$ cat config.mk
export PLATFORM = sky130hd
export DESIGN_NAME = tag_flush_ctrl
export DESIGN_NICKNAME = d
export VERILOG_FILES = /design/src/rtl/tag_flush_ctrl.sv
export SDC_FILE = /design/constraint.sdc
export NUM_CORES = 1
export LEC_CHECK = 0
export ABC_AREA = 1
export CELL_PAD_IN_SITES_DETAIL_PLACEMENT = 0
export CELL_PAD_IN_SITES_GLOBAL_PLACEMENT = 2
export CORE_AREA = 8 8 111 113
export CTS_CLUSTER_SIZE = 20
export DETAILED_ROUTE_END_ITERATION = 12
export DIE_AREA = 0 0 119 121
export HOLD_SLACK_MARGIN = 0.02
export PLACE_DENSITY = 0.85
export SLEW_MARGIN = 10
export SYNTH_ARGS = -nofsm -noshare
export SYNTH_HDL_FRONTEND = slang
export SYNTH_SLANG_ARGS = --single-unit
$ cat constraint.sdc
create_clock -name nGCLK -period 1.9 [get_ports nGCLK]
set_input_delay 0.38 -clock nGCLK [delete_from_list [all_inputs] [get_ports nGCLK]]
set_output_delay 0.38 -clock nGCLK [all_outputs]
set_load 0.02 [all_outputs]
$ cat src/rtl/tag_flush_ctrl.sv
// Cache clean/flush engine: walks every tag line, requests writebacks for dirty lines
// and rewrites processed tags. Optional abort input enabled by `define TAG_FLUSH_ABORT_EN.
module tag_flush_ctrl #(
    parameter int NL  = 512,
    parameter int LSS = 9,
    parameter int LSH = LSS + 4,
    parameter int PSL = LSH + 1,
    parameter int TS  = 2 + (32 - PSL)
) (
    input  logic           nGCLK,
    input  logic           nRESET,
    input  logic           flush_req,
    input  logic           clean_only,
`ifdef TAG_FLUSH_ABORT_EN
    input  logic           flush_abort,
`endif
    output logic           flush_busy,
    output logic           flush_done,
    output logic [LSS-1:0] tag_read_sel,
    input  logic [TS-1:0]  tag_read_port,
    output logic [LSS-1:0] tag_write_sel,
    output logic [TS-1:0]  tag_write_port,
    output logic           tag_wr_ena,
    output logic           wb_req,
    output logic [31:0]    wb_addr,
    input  logic           wb_ack
);

    typedef enum logic [2:0] {
        S_IDLE = 3'd0,
        S_LOOK = 3'd1,
        S_WB   = 3'd2,
        S_UPD  = 3'd3,
        S_DONE = 3'd4
    } state_t;

    state_t         state_q, state_d;
    logic [LSS-1:0] index_q, index_d;
    logic [TS-1:0]  tag_q, tag_d;
    logic           clean_q, clean_d;
    logic           abort_now;
    logic           last_line;

    assign last_line = (index_q == LSS'(NL - 1));

`ifdef TAG_FLUSH_ABORT_EN
    // An abort seen during WB/UPD is remembered and acted on at the next LOOK.
    logic abort_q, abort_d;

    always_comb begin
        abort_d = abort_q;
        if (state_q == S_IDLE || state_q == S_DONE)
            abort_d = 1'b0;
        else if (flush_abort)
            abort_d = 1'b1;
    end

    always_ff @(posedge nGCLK or negedge nRESET) begin
        if (!nRESET) abort_q <= 1'b0;
        else         abort_q <= abort_d;
    end

    assign abort_now = abort_q | flush_abort;
`else
    assign abort_now = 1'b0;
`endif

    always_ff @(posedge nGCLK or negedge nRESET) begin
        if (!nRESET) begin
            state_q <= S_IDLE;
            index_q <= '0;
            tag_q   <= '0;
            clean_q <= 1'b0;
        end else begin
            state_q <= state_d;
            index_q <= index_d;
            tag_q   <= tag_d;
            clean_q <= clean_d;
        end
    end

    always_comb begin
        state_d = state_q;
        index_d = index_q;
        tag_d   = tag_q;
        clean_d = clean_q;
        unique case (state_q)
            S_IDLE: begin
                if (flush_req) begin
                    clean_d = clean_only;
                    index_d = '0;
                    state_d = S_LOOK;
                end
            end
            S_LOOK: begin
                if (abort_now) begin
                    state_d = S_DONE;
                end else begin
                    tag_d = tag_read_port;
                    if (tag_read_port[TS-2] && tag_read_port[TS-1])
                        state_d = S_WB;
                    else if (tag_read_port[TS-2] && !clean_q)
                        state_d = S_UPD;
                    else if (last_line)
                        state_d = S_DONE;
                    else
                        index_d = index_q + LSS'(1);
                end
            end
            S_WB: begin
                if (wb_ack) state_d = S_UPD;
            end
            S_UPD: begin
                if (last_line) begin
                    state_d = S_DONE;
                end else begin
                    index_d = index_q + LSS'(1);
                    state_d = S_LOOK;
                end
            end
            S_DONE:  state_d = S_IDLE;
            default: state_d = S_IDLE;
        endcase
    end

    always_comb begin
        flush_busy     = (state_q == S_LOOK) || (state_q == S_WB) || (state_q == S_UPD);
        flush_done     = (state_q == S_DONE);
        wb_req         = (state_q == S_WB);
        wb_addr        = '0;
        tag_wr_ena     = (state_q == S_UPD);
        tag_write_sel  = '0;
        tag_write_port = '0;
        if (state_q == S_WB)
            wb_addr = {tag_q[TS-3:0], index_q, 5'b0};
        if (state_q == S_UPD) begin
            tag_write_sel = index_q;
            // Clean keeps the line valid; flush invalidates it entirely.
            if (clean_q)
                tag_write_port = {1'b0, 1'b1, tag_q[TS-3:0]};
        end
    end

    assign tag_read_sel = index_q;

endmodule

# Yosys cells after proc, flatten, opt, wreduce, memory -nomap -nowiden

Cells that the tools add are included.

Equality and inequality tests: 10
Reduce and logical (&&, ||, !) cells: 10
$add $sub $neg: 1
Muxes and demuxes: 16

Operators by type and width:

| kind                                                 | count |
|---|---|
| 2-to-1 mux 9 bit                                     | 5 |
| 2-to-1 mux 32 bit                                    | 1 |
| case mux 9 bit (3 select lines)                      | 1 |
| 2-to-1 mux 20 bit                                    | 1 |
| 2-to-1 mux 19 bit                                    | 1 |
| 2-to-1 mux 3 bit                                     | 6 |
| case mux 3 bit (4 select lines)                      | 1 |
| adder 9 x 1 -> 9 bit (second input constant)         | 1 |
| equality test 9 bit (second input constant)          | 1 |
| equality test 3 x 2 -> 1 bit (second input constant) | 2 |
| != test 2 bit (second input constant)                | 3 |
| != test 4 bit (second input constant)                | 1 |
| AND reduction 4 bit                                  | 1 |
| equality test 3 x 1 -> 1 bit (second input constant) | 1 |
| equality test 3 bit (second input constant)          | 1 |
| logical NOT 3 bit                                    | 1 |
| AND reduction 3 bit                                  | 1 |
| nonzero test 3 bit                                   | 1 |
| logical AND 1 bit                                    | 2 |
| logical OR 1 bit                                     | 2 |
| != test 2 x 1 -> 1 bit (second input constant)       | 1 |
| AND reduction 2 bit                                  | 1 |
| logical NOT 1 bit                                    | 1 |

Output and inout bits: 74
Bits in registers: 31
Input bits: 25
Logic and storage cells: 41

# Depth between registers and ports, before layout

Depth after elaboration: 5
Depth in mapped cells: 13
Mapped depth without buffers: 13

# Worst setup path before layout

OpenSTA, ideal clock, no wires.

Path kind: flip-flop to flip-flop
Start: register index_q[0], in the netlist tag_read_sel[0]
End: register index_q[5], in the netlist tag_read_sel[5]
Stages on the path, launching flop included: 14
Arrival time: 1.806 ns
Path buffers: 1
Setup slack: -0.034 ns
Period minus slack after synthesis: 1.934 ns
Required time: 1.772 ns
Setup time: 0.128 ns
Cell sequence: dfrtp_1 > ha_1 > nand2_1 > nor2_1 > nand3_1 > nor2_1 > ha_1 > inv_1 > nand3_1 > nand2_1 > nand3_2 > buf_6 > nand2_1 > o21ai_0

Cells in the longest elaborated chain, start to end: 5
Elaborated cells between the ends (all ways): 6
Those cells by class: 1 x add/sub; 1 x eq/ne; 4 x mux

RTL lines:

| what                                                               | line         | text |
|---|---|---|
| start, declared                                                    | 38           | `logic [LSS-1:0] index_q, index_d;` |
| start signal, assigned                                             | 76           | `index_q <= index_d;` |
| adder 9 x 1 -> 9 bit / equality test 9 bit (equally long branches) | 107, 117, 44 |  |
| 2-to-1 mux 9 bit *                                                 | 104, 114     |  |
| 2-to-1 mux 9 bit                                                   | 102          | `else if (tag_read_port[TS-2] && !clean_q)` |
| 2-to-1 mux 9 bit                                                   | 100          | `if (tag_read_port[TS-2] && tag_read_port[TS-1])` |
| case mux 9 bit (3 select lines) *                                  | 87           | `unique case (state_q)` |

Mark *: on every way between the ends. The rest lies on a longest branch, timed or not. The select of a mux whose other input is x is not followed.
A chain may end at the register's enable or synchronous reset.

# Final worst setup path

Start: register state_q[2]
End: output port tag_write_port[9]

Cells in the longest elaborated chain, start to end: 2

RTL lines:

| what                         | line | text |
|---|---|---|
| start, declared              | 37   | `state_t state_q, state_d;` |
| start signal, assigned       | 75   | `state_q <= state_d;` |
| equality test 3 x 2 -> 1 bit | 136  | `if (state_q == S_UPD) begin` |
| 2-to-1 mux 20 bit            | 136  |  |
| end, declared                | 22   | `output logic [TS-1:0] tag_write_port,` |

No other way between the ends.

==> flow_summary.toml <==
[synthesis]
ys_top_cells_by_area = "dfrtp_1 (42%), nand2_1 (12%), nor2_1 (12%)"
yosysTopAreaCell = "dfrtp_1"
ys_seq_area_share_pct = 41.6
synth_top_area_share_pct = 41.6
yosysWarningCount = 0
netlist_area_um2 = 1870
synthCells = 268
synth_area_per_cell_um2 = 6.97
ys_ff_latch = 31
ys_types = 22

[status]
violations = "setup timing"
status = "complete, but fails checks"

[grt]
grt_antenna_before_repair = 0
grt-ovfl-total = 0
grt_pass1_wl_um = 10500
grt_max_degree = 29
gr-usage-all-layers_pct = 8.99
grt_pass1_vias = 2017

[power]
vdd_drop_max_uv = 416
finalPower_mw = 4.07
powerDensity_nw_per_um2 = 1300
leakage_nw = 1.55

[setup_path]
critPathMaxFanout = 18
crit_arrival_ns = 1.53
start_kind = "flop"
cp-end-kind = "output port"
worstPathRequired_ns = 1.52
critical_path_class = "flop to output port"

[route]
dr.first_iter.drc_count = 71
ant_nets = 0
detail_route.vias_per_cell = 3.80
wirelength_um = 6710
remaining_drc_errors = 0
num_vias = 1993
first_pass_iters = 4
avgRoutedWirePerCell_um = 12.8

[clocking]
cts_buffer_depth = 2
cts_tree = "built"
cts_sinks = 31
clk_pin_slew_worst_paths_ns = 0.07
worstSkewPairLatency_ns = 0.27
cts-root-buf = "clkbuf_8"
ctsHtreeMaxLevel = 2
cts_made_buffers = 5

[die]
core_area_um2 = 10600
start_util_pct = 17.6
io_pins = 99
die_area_um2 = 14400
die_y_um = 121
die_x_um = 119
placementRows = 38

[placement]
gp_congestion = 0.756
hpwlAfterDp_um = 5230
port_buffers = 92

[finish]
antenna-diode-count = 0
areaGrowthSynthToFinish_pct = 67.2
layout.nets = 411
layout-drive-gt1-share_pct = 34.1
final_core_util_pct = 29.4

[sta]
fin_ws_ns = -0.00595
fin_crit_sh_pct = 100
skew_ns = 0.00237
layout_min_cycle_time_ns = 1.91
slew_viol_final = 0
finalSetupViolCount = 1
rsz0062_at_grt = "yes"
final.setup.tns_ns = -0.00595
hold_viol_final = 0
max_freq_mhz = 525

[worst_hold_path]
holdCritPathClass = "primary input to async pin"

[run]
drv_cap = 0
## power by group
group	switching, mW	total, mW	internal (mW)
Clock	0.244	0.528	0.284
Combinational	1.51	2.52	1.00
Sequential	0.0994	1.02	0.922
## cell families after synthesis
family	synth area share, %
and+or+nand+nor	34.8
other	0.201
AOI/OAI and AO/OA	8.31
adders and majority gates	1.34
DFF	41.6
buffers and inverters	13.8
## final timing paths
kind / from / end / slack, ns / depth (start not counted)
min: nRESET / tag_read_sel[8]$_DFFE_PN0P_ / 0.54 / 2
min in group nGCLK: tag_q[4]$_DFFE_PN0P_ / tag_q[4]$_DFFE_PN0P_ / 0.55 / 2
max: state_q[2]$_DFFE_PN0P_ / tag_write_port[9] / -0.006 / 8
max in group asynchronous: nRESET / state_q[2]$_DFFE_PN0P_ / 0.79 / 3
min reg2reg: tag_q[4]$_DFFE_PN0P_ / tag_q[4]$_DFFE_PN0P_ / 0.55 / 2
max reg2reg: tag_read_sel[1]$_DFFE_PN0P_ / tag_read_sel[5]$_DFFE_PN0P_ / 0.10 / 13
## layout by cell type, fill, tap and decap left out, types with 2 or more instances in the layout
master	n
nand2_1	56
nor2_1	52
buf_4	47
inv_1	34
clkdlybuf4s50_1	32
dfrtp_1	29
buf_2	28
o21ai_0	21
nor2_2	15
nand3_1	9
o21ai_1	6
conb_1	6
clkbuf_8	6
nor2_4	5
inv_2	4
nand3_2	3
buf_6	3
nand2_2	2
a21oi_1	2
nand3b_1	2
o21ai_2	2
clkbuf_16	2
buf_12	2
dfrtp_2	2
## synthesized netlist by cell type, drive strengths merged
cell / n
nand3: 13
nor3: 1
clkbuf: 2
nor2: 73
conb: 1
dfrtp: 31
buf: 13
inv: 40
ha: 2
a21oi: 2
o21ai: 29
nand2: 59
nand3b: 2
## registers in the layout (all words and copies together) (netlist names)
| register | cells |
|---|---|
| tag_read_sel | 9 |
| clean_q | 1 |
| state_q | 3 |
| tag_q | 18 |
## worst max-delay path: stages, from the launching register on
cell,delay [ns]
dfrtp_1,0.43
nor2_4,0.14
inv_2,0.06
nor2_4,0.11
inv_4,0.06
nor2_8,0.11
inv_8,0.09
nor2_2,0.12
buf_6,0.13
## metrics by stage
| step | hold slack, ns | setup slack (ns) | std cells | area, µm² |
|---|---|---|---|---|
| floorplan | 0.0844 | 0.00125 | 273 | 1890 |
| global placement | 0.313 | -0.206 | 513 | 3080 |
| detailed placement | 0.312 | -0.220 | 513 | 3080 |
| CTS | 0.550 | -0.0246 | 521 | 3010 |
| global route | 0.564 | -0.0975 | 524 | 3120 |
| finish | 0.540 | -0.00595 | 524 | 3120 |
## cell type report
class                      count  area (µm²)
timing repair buffer         119         982
fill                        1169        7480
sequential                    31         778
clock inverter                 1        5.00
inverter                      40         160
tap                          140         175
clock buffer                   6        82.6
multi-input combinational    187         937
## routing by layer
layer | GRT usage, % | vias to the layer above | wire (µm)
met3 | 2.65 | 4 | 357
met5 | 0 | - | 0
met1 | 10.6 | 910 | 2820
met2 | 15.1 | 50 | 3440
met4 | 3.24 | 0 | 88
li1 | - | 1029 | -
## repair_timing
action                     in CTS  in global routing
hold buffers                    1                  0
buffers inserted                0                  1
gates resized for setup       257                 28
hold endpoints to repair       13                  0
pin swaps                       1                  5
gates cloned                    0                  2
setup endpoints to repair      63                 43
No activity file was read; power rests on OpenSTA's default activity.
